--- src/rtl/cpu_types_pkg.sv ---
// Shared CPU datapath types plus the memory-access controller state encoding
// and its default stall-counter width.
package cpu_types_pkg;

   localparam int WORD_W       = 32;
   localparam int REG_W        = 5;
   localparam int MEMACC_CNT_W = 16;

   typedef logic [WORD_W-1:0] word_t;
   typedef logic [REG_W-1:0]  regbits_t;

   typedef enum logic [1:0] {
      MA_IDLE,
      MA_WAIT,
      MA_HOLD
   } memacc_state_t;

endpackage : cpu_types_pkg

--- src/rtl/mem_access_ctrl_sat_counter.sv ---
// Width-parameterised saturating up-counter with enable and synchronous
// active-low reset; holds at all-ones instead of wrapping.
module sat_counter #(
   parameter int W = 16
) (
   input  logic         i_clk,
   input  logic         i_rst_n,
   input  logic         i_en,
   output logic [W-1:0] o_count
);

   logic [W-1:0] r_count;

   always_ff @(posedge i_clk) begin
      if (!i_rst_n) begin
         r_count <= '0;
      end else if (i_en && (r_count != {W{1'b1}})) begin
         r_count <= r_count + 1'b1;
      end
   end

   assign o_count = r_count;

endmodule : sat_counter

--- src/rtl/mem_access_ctrl.sv ---
// MEM-stage data-cache access controller: issues the load/store, stalls until
// dhit, latches load data while MEM/WB is frozen, and tracks the halt state.
module mem_access_ctrl
   import cpu_types_pkg::*;
#(
   parameter int DATA_W = 32,
   parameter int CNT_W  = MEMACC_CNT_W
) (
   input  logic              CLK,
   input  logic              nRST,
   input  logic              memren_i,
   input  logic              memwen_i,
   input  logic [DATA_W-1:0] addr_i,
   input  logic [DATA_W-1:0] store_i,
   input  logic              halt_i,
   input  logic              advance_i,
   input  logic              dhit,
   input  logic [DATA_W-1:0] dmemload,
   output logic              dmemREN,
   output logic              dmemWEN,
   output logic [DATA_W-1:0] dmemaddr,
   output logic [DATA_W-1:0] dmemstore,
   output logic [DATA_W-1:0] dmemload_o,
   output logic              mem_stall,
   output logic              halt_o,
   output logic [CNT_W-1:0]  stall_cnt
);

   memacc_state_t     r_state;
   logic              r_halted;
   logic [DATA_W-1:0] r_hold_data;

   logic w_op;
   logic w_req_ren;
   logic w_req_wen;

   // A simultaneous read and write request is illegal; the write wins.
   assign w_req_wen = memwen_i;
   assign w_req_ren = memren_i & ~memwen_i;
   assign w_op      = (memren_i | memwen_i) & ~r_halted;

   // NOTE: requests are combinational from the EX/MEM inputs so an IDLE hit
   // completes in the same cycle; every output gets a default to avoid latches.
   always_comb begin
      dmemREN   = 1'b0;
      dmemWEN   = 1'b0;
      mem_stall = 1'b0;
      if (nRST) begin
         unique case (r_state)
            MA_IDLE: begin
               dmemREN   = w_op & w_req_ren;
               dmemWEN   = w_op & w_req_wen;
               mem_stall = w_op & ~dhit;
            end
            MA_WAIT: begin
               dmemREN   = w_req_ren;
               dmemWEN   = w_req_wen;
               mem_stall = ~dhit;
            end
            MA_HOLD: begin
               dmemREN   = 1'b0;
               dmemWEN   = 1'b0;
               mem_stall = 1'b0;
            end
            default: begin
               dmemREN   = 1'b0;
               dmemWEN   = 1'b0;
               mem_stall = 1'b0;
            end
         endcase
      end
   end

   // NOTE: all state uses non-blocking assignments so every register samples
   // pre-edge values regardless of statement order.
   always_ff @(posedge CLK) begin
      if (!nRST) begin
         r_state     <= MA_IDLE;
         r_halted    <= 1'b0;
         r_hold_data <= '0;
      end else begin
         if (halt_i && advance_i && !mem_stall) begin
            r_halted <= 1'b1;
         end
         unique case (r_state)
            MA_IDLE: begin
               if (w_op && !dhit) begin
                  r_state <= MA_WAIT;
               end else if (w_op && dhit && !advance_i) begin
                  r_state     <= MA_HOLD;
                  r_hold_data <= dmemload;
               end
            end
            MA_WAIT: begin
               if (dhit) begin
                  if (advance_i) begin
                     r_state <= MA_IDLE;
                  end else begin
                     r_state     <= MA_HOLD;
                     r_hold_data <= dmemload;
                  end
               end
            end
            MA_HOLD: begin
               if (advance_i) begin
                  r_state <= MA_IDLE;
               end
            end
            default: r_state <= MA_IDLE;
         endcase
      end
   end

   assign dmemaddr   = addr_i;
   assign dmemstore  = store_i;
   assign dmemload_o = (r_state == MA_HOLD) ? r_hold_data : dmemload;
   assign halt_o     = r_halted | (halt_i & advance_i);

   sat_counter #(
      .W (CNT_W)
   ) u_stall_cnt (
      .i_clk   (CLK),
      .i_rst_n (nRST),
      .i_en    (mem_stall),
      .o_count (stall_cnt)
   );

endmodule : mem_access_ctrl

--- config.mk ---
export PLATFORM = sky130hd
export DESIGN_NAME = mem_access_ctrl
export DESIGN_NICKNAME = d
export VERILOG_FILES = /design/src/rtl/cpu_types_pkg.sv /design/src/rtl/mem_access_ctrl_sat_counter.sv /design/src/rtl/mem_access_ctrl.sv
export SDC_FILE = /design/constraint.sdc
export NUM_CORES = 1
export LEC_CHECK = 0
export CAP_MARGIN = 20
export CELL_PAD_IN_SITES_DETAIL_PLACEMENT = 0
export CELL_PAD_IN_SITES_GLOBAL_PLACEMENT = 1
export CORE_MARGIN = 2
export CORE_UTILIZATION = 24
export CTS_CLUSTER_DIAMETER = 80
export DETAILED_ROUTE_END_ITERATION = 7
export GPL_ROUTABILITY_DRIVEN = 0
export PLACE_DENSITY = 0.8
export SLEW_MARGIN = 15
export SYNTH_ARGS = -nofsm -noshare
export SYNTH_HDL_FRONTEND = slang
export SYNTH_SLANG_ARGS = --single-unit
--- constraint.sdc ---
create_clock -name CLK -period 1.94 [get_ports CLK]
set_input_delay 0.388 -clock CLK [delete_from_list [all_inputs] [get_ports CLK]]
set_output_delay 0.388 -clock CLK [all_outputs]
set_load 0.1 [all_outputs]
==> key figures, run 1 <==
Status
  – Outcome: finished, violations left
  – Failing checks: negative setup slack

Yosys
  – Async S/R FF share, synth: 0%
  – Post-synthesis sequential area ratio: around a third
  – Synth unique cells: 43
  – Synthesized area: around 0.0030 mm^2
  – Count leader, synth: buf_4
  – Synth Flop Type: dfxtp_1
  – Yosys reg bits: 51
  – Synth Area per Inst: approximately 9.5 um^2
  – Syn nets: between 400 and 500
  – Main area contributors after synthesis: dfxtp_1, buf_4, mux2_2, mux2i_1, nor2_1
  – Ys Warns: 0
  – Post-synth top area share: around a third
  – Count of flip-flops with a built-in enable after synthesis: 0
  – Synth area leader: dfxtp_1
  – Synth top cells by count: buf_4, dfxtp_1, mux2i_1
  – Cells after Synth: 318

Routing
  – Residual DRC: 0
  – Antenna-violating nets left: 0
  – Avg WL per Cell: about 15 um
  – Via density: approximately 4.5
  – Initial DRC Count: 83
  – Vias: approximately 2400
  – First-pass iteration count of the detailed router: 4
  – Aggregate routed wire length: 7950 um

Critical path
  – Crit path capture type: output pin
  – Critical Path Source Type: register
  – CP required: around 1.6 ns
  – Slowest cell on the critical path: dfxtp_2
  – CP dominant cell by count: buf_12
  – CP peak stage delay: about 0.33 ns
  – Critical-path cell list: inv_2 -> nand2_4 -> buf_12 -> clkbuf_16 -> mux2_4 -> buf_12
  – CP Max Fanout: 5
  – WS Path Type: reg -> out
  – Crit path DAT: roughly 1.6 ns

Clocking
  – Sink Count: between 50 and 60
  – TritonCTS buffer count: 5
  – Clk slew on worst S/H paths: about 0.070 ns
  – Clk_lat worst skew: roughly 0.29 ns
  – Htree depth: 2
  – Clock Root Buffer: clkbuf_16
  – CTS tree: done
  – Clock Tree Buf Depth: 2

Global route
  – Global-route wire length before repair: 12400 um
  – Total grt overflow: 0
  – GRT Total Usage: roughly 12%
  – Largest net degree at the start of global routing: 25
  – Vias in the first global route: about 2500
  – Antenna violations before repair: 0

STA
  – Slew at the pin closest to its max-slew limit: 0.447 ns
  – Final Hold Fails: 0
  – Clock Skews: about 0.0094 ns
  – RSZ-0062 raised after global routing: yes
  – Setup ws final: -0.00711 ns
  – Final setup violation count: 6
  – Final worst-path cycle share: 100%
  – Hold slack: 0.482 ns
  – Max-slew violation count: 0
  – Final Critical Period: slightly below 2 ns
  – Fmax: roughly 0.51 GHz
  – Slew HR: between 60% and 70%

Finish
  – Area Growth Syn to Fin: 54.2%
  – Final Util: 38.3%
  – ANT cells: 0
  – Share of layout cells above drive strength 1: 42.3%
  – Layout Nets: roughly 470

Worst hold path
  – Hold WC Path Type: reg -> reg

Die
  – Core area: roughly 0.012 mm^2
  – Initial core utilization: around a quarter
  – DIE AREA: 0.0135 mm^2
  – Top-level I/O count: 219
  – Die width: ~120 um
  – Die Ht: 116 um
  – Site row count: 40

Place
  – PortBufs: 90
  – HPWL Detailed: between 5000 and 6000 um

Pwr
  – Lkg Pwr: 1.88 nW
  – PD cells: between 700 and 800 mW/mm^2
  – Total Power: roughly 0.0034 W
  – VDD IR max: 0.000359 V

Run
  – Maxcap violations: 0
## cell type report
| cell class | count | area (um^2) |
|---|---|---|
| timing repair buffer | 120 | 1610 |
| clock inverter | 2 | 60.1 |
| fill | 1171 | 7500 |
| inverter | 7 | 30.0 |
| tap | 168 | 210 |
| clock buffer | 6 | 129 |
| multi-input combinational | 183 | 1550 |
| sequential | 51 | 1070 |
## per-layer routing
| metal | GRT usage, % | wire length, um | vias up |
|---|---|---|---|
| li1 | - | - | 1167 |
| met1 | 13.6 | 3330 | 1142 |
| met2 | 19.2 | 3830 | 100 |
| met3 | 4.00 | 630 | 28 |
| met4 | 4.44 | 161 | 0 |
| met5 | 0 | 0 | - |
## cell families (layout without fill, tap and decap cells)
| family | Yosys count | count (layout) | share of synthesized area, % |
|---|---|---|---|
| AND/OR/NAND/NOR | 76 | 76 | 13.4 |
| adder cells (fa/ha/maj) | 1 | 1 | 0.414 |
| multiplexers | 67 | 67 | 23.5 |
| AO/OA/AOI/OAI | 39 | 39 | 9.64 |
| flip-flops | 51 | 51 | 33.8 |
| buffers and inverters | 84 | 135 | 19.2 |
## path summary, 6_finish.rpt
path / startpoint / cells after the start / slack (ns) / to
worst min-delay path: u_stall_cnt.o_count[9] / 2 / 0.48 / u_stall_cnt.o_count[9]
worst min register to register: u_stall_cnt.o_count[9] / 2 / 0.48 / u_stall_cnt.o_count[9]
worst max-delay path: r_state[0] / 6 / -0.007 / dmemload_o[0]
worst max register to register: r_halted / 4 / 0.11 / u_stall_cnt.o_count[12]
## repair_timing
item / CTS / global route
endpoints found under the setup margin: 36 / 34
resized for setup: 30 / 16
hold buffers: 0 / 0
cloned: 2 / 1
setup buffers: 3 / 0
pin swaps: 2 / 3
## sequential cells by signal, indices dropped and copies added (netlist names)
name	cells
r_hold_data	32
u_stall_cnt.o_count	16
r_state	2
r_halted	1
## critical path: cells and delay by family, from the launching register on
kind / cells / cell delay (ns)
buffers and inverters: 4 / 0.55
DFF: 1 / 0.33
muxes: 1 / 0.32
and+or+nand+nor: 1 / 0.07
## power by group
part / switching [W] / total, W / internal (W)
Sequential: 0.0000248 / 0.00110 / 0.00107
Combinational: 0.000647 / 0.00112 / 0.000472
Clock: 0.000398 / 0.00114 / 0.000740
## metrics by stage
| step | TNS, ns | setup WS, ns | cells | area (um^2) |
|---|---|---|---|---|
| after floorplan | -0.325 | -0.0245 | 318 | 3090 |
| after CTS | -0.349 | -0.0473 | 536 | 4590 |
| final | -0.0259 | -0.00711 | 537 | 4660 |
| after global placement | -10.36 | -0.343 | 523 | 4230 |
| after global routing | -0.993 | -0.0639 | 537 | 4660 |
| after detailed placement | -11.47 | -0.357 | 523 | 4230 |
## cells in the final DEF (no fill, tap or decap), types with 5 or more instances in the layout
cell             count
a21oi_1             12
buf_12              45
buf_4               34
clkbuf_16            6
clkdlybuf4s50_1     34
dfxtp_1             32
dfxtp_2              9
dfxtp_4             10
mux2_4              28
mux2i_1             35
nand2_1              8
nand3_1              5
nor2_1              32
o31ai_1              9
or4_1                8
No activity file was read; power rests on OpenSTA's default activity.
==> run 2: changes to the inputs <==
==> constraint.sdc (replaced) <==
create_clock -name CLK -period 2.1 [get_ports CLK]
set_input_delay 0.42 -clock CLK [delete_from_list [all_inputs] [get_ports CLK]]
set_output_delay 0.42 -clock CLK [all_outputs]
set_load 0.1 [all_outputs]
==> key figures, run 2 (synthesis gave the netlist of run 1 again) <==
Pwr
  – P_int: 0.00186 W
  – Psw: 0.000971 W
  – Combinational share of power: between 30% and 40%
  – Clock share of power: slightly below 30%
  – Sequential Power Share: a little over a third
  – PD cells: 657 mW/mm^2
  – Lkg Pwr: approximately 1.7 nW
  – VDD IR max: ~0.00046 V
  – Sw Share: about 34%

Finish
  – Layout Nets: approximately 470
  – Commonest non-fill, non-tap cell in the layout: buf_12
  – Post-Layout Inst Area: 0.00431 mm^2
  – Most flops, register: r_hold_data
  – Share of layout cells above drive strength 1: about 40%
  – Largest register FFs: 32
  – ANT cells: 0
  – Commonest non-fill, non-tap cells in the layout: buf_12, mux2i_1, clkdlybuf4s50_1
  – Area Growth Syn to Fin: 42.5%

STA
  – Slew HR: about 70%
  – Final Critical Period: around 2.0 ns
  – Slew at the pin closest to its max-slew limit: roughly 0.45 ns
  – Fmax: 0.491 GHz
  – Final worst-path cycle share: ~97%
  – Clock Skews: about 0.0045 ns
  – RSZ-0062 raised after global routing: no
  – Final Hold Fails: 0
  – Final setup violation count: 0
  – Max-slew violation count: 0
  – Setup TNS: 0 ns

Global route
  – GRT Total Usage: a little over a tenth
  – Largest net degree at the start of global routing: 23
  – Total grt overflow: 0
  – Vias in the first global route: 2341
  – Global-route wire length before repair: around 11000 um
  – Antenna violations before repair: 0

Critical path
  – Crit path capture type: output pin
  – CP required: 1.68 ns
  – Crit path DAT: 1.62 ns
  – Critical Path Source Type: input pin
  – CP Max Fanout: 5
  – WS Path Type: in -> out

Status
  – Outcome: completed

Die
  – Die Ht: between 100 and 150 um
  – Site row count: 40
  – DIE AREA: 0.0135 mm^2
  – Initial core utilization: between 20% and 30%
  – Top-level I/O count: 219
  – Core area: 0.0122 mm^2
  – Die width: approximately 120 um

Clocking
  – Clk slew on worst S/H paths: about 0.070 ns
  – CTS tree: done
  – Clk_lat worst skew: ~0.30 ns
  – Clock Root Buffer: clkbuf_16
  – Clock Tree Buf Depth: 2
  – Sink Count: 51
  – Htree depth: 2
  – TritonCTS buffer count: 5

Routing
  – Vias: around 2300
  – Avg WL per Cell: about 13 um
  – First-pass iteration count of the detailed router: 4
  – Residual DRC: 0
  – Initial DRC Count: 69
  – Aggregate routed wire length: slightly above 7000 um
  – Antenna-violating nets left: 0
  – Via density: approximately 4.4

Place
  – HPWL Detailed: ~5400 um
  – PortBufs: 90
  – Cell Area, Placed: 0.00413 mm^2

Run
  – Maxcap violations: 0

Worst hold path
  – Hold WC Path Type: reg -> reg
==> run 2: changes by cell type in the layout (fill, tap and decap cells not counted), sizes merged, moves of 2 or more <==
cell,before,now
buf,81,75
bufinv,2,0
dlymetal6s2s,0,2
dlygate4sd2,3,1
==> run 2: worst max-delay path: stages <==
cell	delay (ns)
clkdlybuf4s50_1	0.53
nor2b_2	0.22
and4b_1	0.26
buf_12	0.18
==> run 2: timing repair <==
action                                  in CTS  in global routing
pin swaps                                    1                  1
resized for setup                            8                  5
hold buffers                                 0                  0
setup buffers                                1                  0
endpoints found under the setup margin      34                 32
==> run 2: area by class of cell <==
class | count | area [um^2]
clock buffers | 6 | 139
clock inverters | 1 | 5.00
fillers | 1220 | 7850
inverters | 7 | 26.3
multi-input cells | 183 | 1430
flip-flops and latches | 51 | 1050
well taps | 168 | 210
repair buffers | 113 | 1460
==> run 2: path summary, 6_finish.rpt <==
check,endpoint,slack [ns],start,cells after the start
max reg2reg,u_stall_cnt.o_count[10],0.29,u_stall_cnt.o_count[0],6
min reg2reg,r_hold_data[18],0.49,r_hold_data[18],2
min,r_hold_data[18],0.49,r_hold_data[18],2
max,dmemREN,0.06,nRST,4
==> run 2: layer usage <==
metal | GRT usage, % | share of wire, %
met3 | 4.46 | 7.4
met1 | 12.2 | 42
met2 | 17.3 | 49
met4 | 3.73 | 1.4
met5 | 0 | 0
==> run 2: power groups by stage <==
stage	registers (W)	clock network (W)	logic, W
3_3_place_gp	0.00104	0	0.000960
4_1_cts	0.00102	0.000868	0.000975
3_5_place_dp	0.00105	0	0.000967
6_report	0.00103	0.000839	0.000966
5_1_grt	0.00103	0.000901	0.00100
2_1_floorplan	0.00106	0	0.00115
==> run 2: stage by stage <==
step           hold WS [ns]  cells  util, %  power, W  worst slack [ns]
2_1_floorplan         0.456    318        -   0.00220           -0.0151
3_3_place_gp          0.467    521     33.9   0.00200            -0.172
3_5_place_dp          0.481    521     33.9   0.00201            -0.189
4_1_cts               0.492    529     35.3   0.00287           0.00342
5_1_grt               0.517    529     35.4   0.00293           0.00769
6_report              0.494    529     35.4   0.00283            0.0633
==> run 3: changes to the inputs <==
--- a/config.mk
+++ b/config.mk
@@ -14,7 +14,7 @@
 export DETAILED_ROUTE_END_ITERATION = 7
 export GPL_ROUTABILITY_DRIVEN = 0
 export PLACE_DENSITY = 0.8
-export SLEW_MARGIN = 15
+export SLEW_MARGIN = 30
 export SYNTH_ARGS = -nofsm -noshare
 export SYNTH_HDL_FRONTEND = slang
 export SYNTH_SLANG_ARGS = --single-unit
==> results of run 3 <==
Same layout as run 2: the final DEF is identical, and so are final timing and power.
==> RTL change (config.mk and constraints of run 1) <==
Change the parameter `DATA_W` from 32 to 48.
--- a/src/rtl/mem_access_ctrl.sv
+++ b/src/rtl/mem_access_ctrl.sv
@@ -3,7 +3,7 @@
 module mem_access_ctrl
    import cpu_types_pkg::*;
 #(
-   parameter int DATA_W = 32,
+   parameter int DATA_W = 48,
    parameter int CNT_W  = MEMACC_CNT_W
 ) (
    input  logic              CLK,
Interface: changed (6 resized); port bits go from 219 to 315. No check against the original RTL was run, so the function may have changed too.
==> RTL change against run 1 <==
  * Power is 40% higher
  * First-iteration DRC count is 40% higher
  * Synthesized area is 31% higher
  * Core utilization is 0.34 points lower
  * Final area is 30% higher
  * Routed wire length is 41% higher
  * Non-clock buffer count is 38 higher
  * Largest cell class unchanged
  * Worst setup slack worse by 65 ps
  * Sequential share of layout area is 0.39 points lower
  * Die area is 29% higher
  * Sequential cell count is 16 higher
  * Largest power group unchanged
  * The run still ends with setup timing left
  * Clock power is 43% higher
  * Count of clock-buffer cells in the layout is 5 higher
==> RTL change: results (changes against run 1) <==
.. list-table::
   :header-rows: 1

   * - Metric
     - Value
   * - Result of the run
     - finished with violations (unchanged)
   * - Violated checks
     - setup timing (unchanged)
   * - Filler Cells Inserted
     - 1582 (was 1171)
   * - Largest register FFs
     - 48 (was 32)
   * - Vias in the first global route
     - 3298 (was 2481)
   * - Worst Slack Setup Final
     - -72.42 ps (was -7.109 ps)
   * - Standby leakage power
     - 2.585 nW (was 1.883 nW)
   * - Distinct cell type count after synthesis
     - 41 (was 43)
   * - Worst Setup EP
     - dmemload_o[36] (was dmemload_o[0])
   * - Final hold slack
     - 451.7 ps (was 481.9 ps)
   * - Share of final layout cell area taken by clock buffers and inverters
     - 4.858% (was 4.053%)
   * - Multi-input gates
     - 283 (was 183)
   * - Worst Hold Endpoint
     - r_hold_data[26] (was u_stall_cnt.o_count[9])
   * - Net count of the mapped netlist
     - 624 (was 422)
   * - Worst reg2reg path endpoint
     - u_stall_cnt.o_count[13] (was u_stall_cnt.o_count[12])
   * - Critical Path AT
     - 1620 ps (was 1560 ps)
   * - Met1 wire length
     - 4479 um (was 3332 um)
   * - Biggest area contributors in the synthesized netlist
     - sky130_fd_sc_hd__dfxtp_1 (34%), sky130_fd_sc_hd__buf_4 (19%), sky130_fd_sc_hd__nand2_1 (10%), sky130_fd_sc_hd__mux2_2 (7.4%), sky130_fd_sc_hd__mux2_1 (6.3%) (was sky130_fd_sc_hd__dfxtp_1 (34%), sky130_fd_sc_hd__buf_4 (17%), sky130_fd_sc_hd__mux2_2 (12%), sky130_fd_sc_hd__mux2i_1 (12%), sky130_fd_sc_hd__nor2_1 (4.0%))
   * - Seq_cells
     - 67 (was 51)
   * - Setup-failing EPs final
     - 24 (was 6)
   * - Total of buffers placed on input and output ports
     - 122 (was 90)
   * - Final HPWL from detailed placement
     - 7738 um (was 5642 um)
   * - Starting DRT DRC Count
     - 116 (was 83)
   * - Start of the worst register-to-register path
     - r_state[1] (was r_halted)
   * - Via count
     - 3249 (was 2437)
   * - Routed length per instance
     - 15.12 um (was 14.81 um)
   * - Latest clock arrival within the worst-skew pair
     - 330 ps (was 290 ps)
   * - Cts bufs inserted
     - 9 (was 5)
   * - Global router's overall resource usage
     - 12.97% (was 11.50%)
   * - Global Route met2 Usage
     - 21.04% (was 19.19%)
   * - Sequential fraction of design power
     - 31.2% (was 32.8%)
   * - Fraction of standard cell area that is sequential
     - 22.56% (was 22.95%)
   * - Fin cells
     - 742 (was 537)
   * - H-tree levels
     - 3 (was 2)
   * - Max FO, Critical Path
     - 6 (was 5)
   * - Largest voltage drop on the vdd net
     - 0.3714 mV (was 0.3594 mV)
   * - CLK BUF
     - 11 (was 6)
   * - Worst-case reg-to-reg path depth
     - 8 (was 4)
   * - Switching Fraction
     - 33.59% (was 31.88%)
[RTL change: per-stage QoR]
stage / cell area (sq um) / setup slack (ps) / power [mW] / TNS [ps]
detailed placement: 5409 / -224.0 / 2.982 / -9869
CTS: 6066 / -102.3 / 4.757 / -2806
floorplan: 3995 / -45.35 / 3.306 / -45.35
global route: 6078 / -131.0 / 4.876 / -4314
global placement: 5409 / -139.9 / 2.966 / -7328
finish: 6078 / -72.42 / 4.684 / -1462
[RTL change: cell families (layout without fill, tap and decap cells)]
logic type	after synthesis	after routing	share of synthesized area, %
xor gates and xnor gates	6	6	1.332
buffers and inverters	122	176	21.66
adders and majority gates	1	1	0.3171
AOI/OAI and AO/OA	59	59	8.215
muxes	53	53	14.97
DFF	67	67	34.00
and+or+nand+nor	164	164	19.51
[RTL change: what timing repair did]
item,in CTS,in global routing
endpoints found under the hold margin,0,0
buffers inserted,5,0
cloned,4,0
endpoints found under the setup margin,51,55
gates resized for setup,56,4
